===== config.mk =====
export PLATFORM = sky130hd
export DESIGN_NAME = sram10t_access_ctrl
export DESIGN_NICKNAME = d
export VERILOG_FILES = /design/src/rtl/sram10t_access_ctrl.sv
export SDC_FILE = /design/constraint.sdc
export NUM_CORES = 1
export LEC_CHECK = 0
export ABC_CLOCK_PERIOD_IN_PS = 2350
export CAP_MARGIN = 20
export CELL_PAD_IN_SITES_DETAIL_PLACEMENT = 1
export CELL_PAD_IN_SITES_GLOBAL_PLACEMENT = 2
export CORE_ASPECT_RATIO = 0.75
export CORE_MARGIN = 5
export CORE_UTILIZATION = 20
export CTS_CLUSTER_DIAMETER = 60
export CTS_CLUSTER_SIZE = 25
export DETAILED_ROUTE_END_ITERATION = 8
export PLACE_DENSITY_LB_ADDON = 0.25
export SLEW_MARGIN = 40
export SYNTH_ARGS = -nofsm -noshare
export SYNTH_HDL_FRONTEND = slang
export SYNTH_SLANG_ARGS = --single-unit

===== constraint.sdc =====
create_clock -name clk -period 2.35 [get_ports clk]
set_clock_uncertainty 0.15 [all_clocks]
set_input_delay 0.235 -clock clk [delete_from_list [all_inputs] [get_ports clk]]
set_output_delay 0.235 -clock clk [all_outputs]
set_load 0.1 [all_outputs]

===== src/rtl/sram10t_access_ctrl.sv =====
// sram10t_access_ctrl
//   Sequencing controller for a single-ended 10T SRAM word array. It accepts
//   one read or write request at a time over a valid/ready handshake. It then
//   drives precharge, read/write wordlines, write bitlines, write assist and
//   sense strobe so that they never overlap. Read data is returned with a
//   single-cycle strobe.
//
// Ports
//   clk, rst         clock; synchronous active-high reset
//   req_valid/ready  request handshake (ready only in IDLE)
//   req_we           1 = write, 0 = read
//   req_addr         row address
//   req_wdata        write data
//   rsp_valid        one-cycle read-data strobe
//   rsp_rdata        read data, held until the next read capture
//   wwl, rwl         one-hot write / read wordlines
//   wbl              write bitline data (0 outside write states)
//   wr_assist        feedback-cut write assist
//   pre_en           read-bitline precharge
//   sense_en         read sense strobe (last read-wordline cycle)
//   rbl_in           sensed read bitlines from the array
//   busy             controller not idle
//   wr_err           (SRAM_CTRL_WRVERIFY_EN only) write-verify miscompare pulse
//
// Optional feature
//   SRAM_CTRL_WRVERIFY_EN: every write is followed by a read-back of the same
//   row (PRE -> RWL -> VCHK). wr_err pulses in VCHK when the read-back data
//   differs from the written data.

module sram10t_access_ctrl #(
  parameter int ADDR_W   = 4,
  parameter int DATA_W   = 8,
  parameter int PRE_CYC  = 2,
  parameter int WL_CYC   = 2,
  parameter int HOLD_CYC = 1
) (
  input  logic                 clk,
  input  logic                 rst,
  input  logic                 req_valid,
  output logic                 req_ready,
  input  logic                 req_we,
  input  logic [ADDR_W-1:0]    req_addr,
  input  logic [DATA_W-1:0]    req_wdata,
  output logic                 rsp_valid,
  output logic [DATA_W-1:0]    rsp_rdata,
  output logic [2**ADDR_W-1:0] wwl,
  output logic [2**ADDR_W-1:0] rwl,
  output logic [DATA_W-1:0]    wbl,
  output logic                 wr_assist,
  output logic                 pre_en,
  output logic                 sense_en,
  input  logic [DATA_W-1:0]    rbl_in,
`ifdef SRAM_CTRL_WRVERIFY_EN
  output logic                 wr_err,
`endif
  output logic                 busy
);

  localparam int ROWS  = 2**ADDR_W;
  localparam int CNT_W = 8;

  localparam logic [CNT_W-1:0] PRE_LD  = CNT_W'(PRE_CYC - 1);
  localparam logic [CNT_W-1:0] WL_LD   = CNT_W'(WL_CYC - 1);
  localparam logic [CNT_W-1:0] HOLD_LD = CNT_W'((HOLD_CYC > 0) ? HOLD_CYC - 1 : 0);

  typedef enum logic [2:0] {
    S_IDLE,
    S_PRE,
    S_RWL,
    S_RESP,
    S_WSETUP,
    S_WWL,
    S_WHOLD
`ifdef SRAM_CTRL_WRVERIFY_EN
    , S_VCHK
`endif
  } state_t;

  state_t             state, state_nxt;
  logic [CNT_W-1:0]   cnt, cnt_nxt;
  logic [ADDR_W-1:0]  addr_r;
  logic               we_r;
  logic [DATA_W-1:0]  wdata_r;
  logic [ROWS-1:0]    row_oh;
  logic               accept;
  logic               cnt_done;
`ifdef SRAM_CTRL_WRVERIFY_EN
  logic [DATA_W-1:0]  vdata_r;
`endif

  assign accept   = (state == S_IDLE) && req_valid;
  assign cnt_done = (cnt == '0);

  // Next-state and phase counter
  always_comb begin
    state_nxt = state;
    cnt_nxt   = cnt;
    unique case (state)
      S_IDLE: begin
        if (req_valid) begin
          if (req_we) begin
            state_nxt = S_WSETUP;
          end else begin
            state_nxt = S_PRE;
            cnt_nxt   = PRE_LD;
          end
        end
      end
      S_PRE: begin
        if (cnt_done) begin
          state_nxt = S_RWL;
          cnt_nxt   = WL_LD;
        end else begin
          cnt_nxt = cnt - 1'b1;
        end
      end
      S_RWL: begin
        if (cnt_done) begin
`ifdef SRAM_CTRL_WRVERIFY_EN
          // A read phase entered from a write is the verify read-back.
          state_nxt = we_r ? S_VCHK : S_RESP;
`else
          state_nxt = S_RESP;
`endif
        end else begin
          cnt_nxt = cnt - 1'b1;
        end
      end
      S_RESP: state_nxt = S_IDLE;
      S_WSETUP: begin
        state_nxt = S_WWL;
        cnt_nxt   = WL_LD;
      end
      S_WWL: begin
        if (cnt_done) begin
          if (HOLD_CYC > 0) begin
            state_nxt = S_WHOLD;
            cnt_nxt   = HOLD_LD;
          end else begin
`ifdef SRAM_CTRL_WRVERIFY_EN
            state_nxt = S_PRE;
            cnt_nxt   = PRE_LD;
`else
            state_nxt = S_IDLE;
`endif
          end
        end else begin
          cnt_nxt = cnt - 1'b1;
        end
      end
      S_WHOLD: begin
        if (cnt_done) begin
`ifdef SRAM_CTRL_WRVERIFY_EN
          state_nxt = S_PRE;
          cnt_nxt   = PRE_LD;
`else
          state_nxt = S_IDLE;
`endif
        end else begin
          cnt_nxt = cnt - 1'b1;
        end
      end
`ifdef SRAM_CTRL_WRVERIFY_EN
      S_VCHK: state_nxt = S_IDLE;
`endif
      default: state_nxt = S_IDLE;
    endcase
  end

  // Control registers and read-data capture
  always_ff @(posedge clk) begin
    if (rst) begin
      state     <= S_IDLE;
      cnt       <= '0;
      rsp_rdata <= '0;
    end else begin
      state <= state_nxt;
      cnt   <= cnt_nxt;
      if ((state == S_RWL) && cnt_done && !we_r) begin
        rsp_rdata <= rbl_in;
      end
    end
  end

  // Request latch (data only, no reset: every consumer is gated by state)
  always_ff @(posedge clk) begin
    if (accept) begin
      addr_r  <= req_addr;
      we_r    <= req_we;
      wdata_r <= req_wdata;
    end
`ifdef SRAM_CTRL_WRVERIFY_EN
    if ((state == S_RWL) && cnt_done && we_r) begin
      vdata_r <= rbl_in;
    end
`endif
  end

  // Array-side outputs decoded from state
  always_comb begin
    row_oh         = '0;
    row_oh[addr_r] = 1'b1;
    req_ready      = 1'b0;
    rsp_valid      = 1'b0;
    wwl            = '0;
    rwl            = '0;
    wbl            = '0;
    wr_assist      = 1'b0;
    pre_en         = 1'b0;
    sense_en       = 1'b0;
`ifdef SRAM_CTRL_WRVERIFY_EN
    wr_err         = 1'b0;
`endif
    unique case (state)
      S_IDLE:  req_ready = ~rst;
      S_PRE:   pre_en    = 1'b1;
      S_RWL: begin
        rwl      = row_oh;
        sense_en = cnt_done;
      end
      S_RESP:  rsp_valid = 1'b1;
      S_WSETUP, S_WHOLD: begin
        wbl       = wdata_r;
        wr_assist = 1'b1;
      end
      S_WWL: begin
        wbl       = wdata_r;
        wr_assist = 1'b1;
        wwl       = row_oh;
      end
`ifdef SRAM_CTRL_WRVERIFY_EN
      S_VCHK:  wr_err = (vdata_r != wdata_r);
`endif
      default: ;
    endcase
  end

  assign busy = (state != S_IDLE);

endmodule

==> load_flow_metrics.sql <==
INSERT INTO impl_metrics (metric_group, metric, value, unit) VALUES
('status', 'status', 'complete, no violations', ''),
('placed_design', 'postPlaceCellArea', '3320', 'µm²'),
('critical_path', 'setup.reg_to_reg.worst_slack', '0.28', 'ns'),
('placed_design', 'portBuffers', '77', ''),
('critical_path', 'critical-path-top-cell-by-count', 'nor2_4', ''),
('critical_path', 'slowest_stage', 'or2_2', ''),
('timing', 'hold_viol_final', '0', ''),
('logic_synthesis', 'synthArstFlopShare', '0', '%'),
('clock_tree', 'cts_max_level', '2', ''),
('die', 'fp.dieArea', '10600', 'µm²'),
('critical_path', 'cp.required', '1.97', 'ns'),
('cells_and_area', 'final_cell_area', '3480', 'µm²'),
('logic_synthesis', 'ys_warn_count', '0', ''),
('cells_and_area', 'proportion_of_layout_cells_with_a_drive_suffix_above_1', '44.4', '%'),
('power', 'total_power', '3.82', 'mW'),
('clock_tree', 'tritoncts_num_sinks', '32', ''),
('logic_synthesis', 'ys.flop_type', 'dfxtp_1', ''),
('clock_tree', 'cts_root_buf', 'clkbuf_16', ''),
('global_route', 'grt_start_max_net_pins', '14', ''),
('cells_and_area', 'fin_cells', '396', ''),
('worst_hold_path', 'min_path_cells', '2', ''),
('cells_and_area', 'mostFrequentLayoutCell', 'buf_12', ''),
('critical_path', 'crit_fanout', '8', ''),
('timing', 'grt_setup_unrepaired', 'no', ''),
('logic_synthesis', 'ys_seq_area_share', '44.6', '%'),
('timing', 'setup_slack', '0.122', 'ns'),
('logic_synthesis', 'synth_top_area_cell', 'edfxtp_1', ''),
('logic_synthesis', 'synth-seq-cells', '32', ''),
('logic_synthesis', 'synth_fp_nets', '229', ''),
('worst_hold_path', 'holdPathEnd', 'rsp_rdata[0]', ''),
('logic_synthesis', 'synth_edf_count', '13', ''),
('critical_path', 'reg2reg_to', 'cnt[7]', ''),
('die', 'top_level_pins', '78', ''),
('run', 'maxCapViolations', '0', ''),
('global_route', 'grt_util_all_layers', '12.0', '%'),
('power', 'power_density', '1100', 'nW/µm²'),
('timing', 'final.period_utilization', '94.8', '%'),
('logic_synthesis', 'netlist-cell-type-count', '38', ''),
('placed_design', 'dp.final_hpwl', '4940', 'µm'),
('cells_and_area', 'area_delta_synth_final', '102', '%'),
('logic_synthesis', 'synth_instances', '203', ''),
('critical_path', 'worst_setup_path_start_kind', 'flip-flop', ''),
('critical_path', 'worst-endpoint-arrival', '1.84', 'ns'),
('drt', 'detail_route.wirelength', '6140', 'µm'),
('logic_synthesis', 'synth_area', '1730', 'µm²'),
('clock_tree', 'clock_tree_from_tritoncts', 'built', ''),
('logic_synthesis', 'synth_area_per_cell', '8.52', 'µm²'),
('critical_path', 'crit_path_cell_trace', 'or2_2, nor2_4, nand3_2, nor2_4, buf_12', ''),
('global_route', 'via_count_of_the_first_global_routing_pass', '1801', ''),
('cells_and_area', 'filler_cell_count', '916', ''),
('critical_path', 'worst-path-buf-inv', '1', ''),
('cells_and_area', 'antenna_diode_count', '0', ''),
('timing', 'slew_headroom', '52.3', '%'),
('clock_tree', 'cts.reportedPaths.clkPinSlew', '0.05', 'ns'),
('placed_design', 'gpl.final_weighted_congestion', '0.736', ''),
('clock_tree', 'clkLatencyLatePin', '0.28', 'ns'),
('die', 'die_height', '90.5', 'µm'),
('die', 'core_region_area', '8450', 'µm²'),
('timing', 'finalSetupViolCount', '0', ''),
('global_route', 'grt_pass1_wl', '10300', 'µm'),
('die', 'die_w', '117', 'µm'),
('placed_design', 'post-place-cells', '388', ''),
('timing', 'timing_max_transition_violations_final', '0', ''),
('logic_synthesis', 'synth_top_cell_area_share', '22.6', '%'),
('logic_synthesis', 'ys_top_cells_by_area', 'edfxtp_1 23%, dfxtp_1 22%, nor2_1 11%', ''),
('cells_and_area', 'layout.cells.most_common_list', '45 x buf_12, 23 x clkdlybuf4s50_1, 21 x buf_4, 19 x dfxtp_1, 18 x nor2_4', ''),
('clock_tree', 'cts_inserted_buffers', '5', ''),
('critical_path', 'r2r_start', 'state[1]', ''),
('drt', 'num_vias', '1772', ''),
('global_route', 'global_route.overflow_total', '0', ''),
('drt', 'route.detailed.drc', '0', '');
cell type report:
class                   count  area, µm²  area share, %
flip-flops and latches     32        771           22.1
multi-input cells         151       1120           32.0
repair buffers             89       1290           37.0
clock inverters             3       18.8          0.539
inverters                   8       30.0          0.862
clock buffers               5        125           3.59
well taps                 108        135           3.88
cells in the mapped netlist (3+ instances only):
cell type,n
dfxtp_1,19
inv_1,8
nand3_1,7
nor2_1,49
clkbuf_1,7
buf_1,3
mux2i_1,9
nand2_1,9
nor2b_1,4
edfxtp_1,13
o211ai_1,5
o2111ai_1,5
a21oi_1,9
and2_1,9
o21ai_0,4
nand2b_1,3
a21o_1,4
nor3_1,7
power by group:
part | total (mW) | switching (mW) | internal (mW) | leakage (nW)
clock network | 0.633 | 0.243 | 0.390 | 0.0736
registers | 0.871 | 0.132 | 0.739 | 0.278
logic | 2.32 | 1.52 | 0.798 | 0.870
total | 3.82 | 1.89 | 1.93 | 1.22
state kept, by name (all words and copies together), names as in the netlist:
signal and flops:
we_r 1, state 3, cnt 8, rsp_rdata 8, addr_r 4, wdata_r 8
stage by stage:
step                util [%]  hold WS (ns)  setup TNS [ns]
finish                  41.2         0.344               0
global placement        39.2         0.325               0
detailed placement      39.2         0.337               0
CTS                     41.0         0.349          -0.407
global route            41.2         0.346               0
floorplan                  -         0.154           -1.62
worst max-delay path by stage:
stage,start,cells after the start,to,slack [ns]
final,state[2],5,rwl[13],0.12
after global routing,state[2],6,wwl[13],0.01
after CTS,state[2],5,rwl[10],-0.05
after detailed placement,cnt[0],7,rsp_rdata[3],0.20
after global placement,cnt[0],7,rsp_rdata[1],0.24
after floorplan,state[0],5,wwl[12],-0.39
worst register-to-register path: cells and delay by family, from the launching register on:
family,cells,cell delay (ns)
compound gates,2,0.60
buf+inv,1,0.21
flops,1,0.38
mux,1,0.22
simple gates,1,0.44
logic make-up (layout without fill, tap and decap cells):
kind of cell / count (synthesis) / in the layout / share of synthesized area [%]
AND/OR/NAND/NOR: 102 / 102 / 29.1
AO/OA/AOI/OAI: 38 / 38 / 15.2
flip-flops: 32 / 32 / 44.6
buffers and inverters: 20 / 105 / 4.49
multiplexers: 9 / 9 / 5.21
adder cells (fa/ha/maj): 2 / 2 / 1.45
metal layers:
layer / vias to the layer above / wire (µm) / global-route usage, % / share of wire (%)
met5: - / 0 / 0 / 0
met2: 64 / 2690 / 17.1 / 44
met1: 810 / 2770 / 15.6 / 45
li1: 890 / - / - / -
met3: 8 / 589 / 6.20 / 9.6
met4: 0 / 95 / 3.38 / 1.5
repair_timing:
action	CTS	global route
resized for setup	1	7
hold buffers	0	0
setup endpoints to repair	8	31
Power figures use the tool's default switching activity.
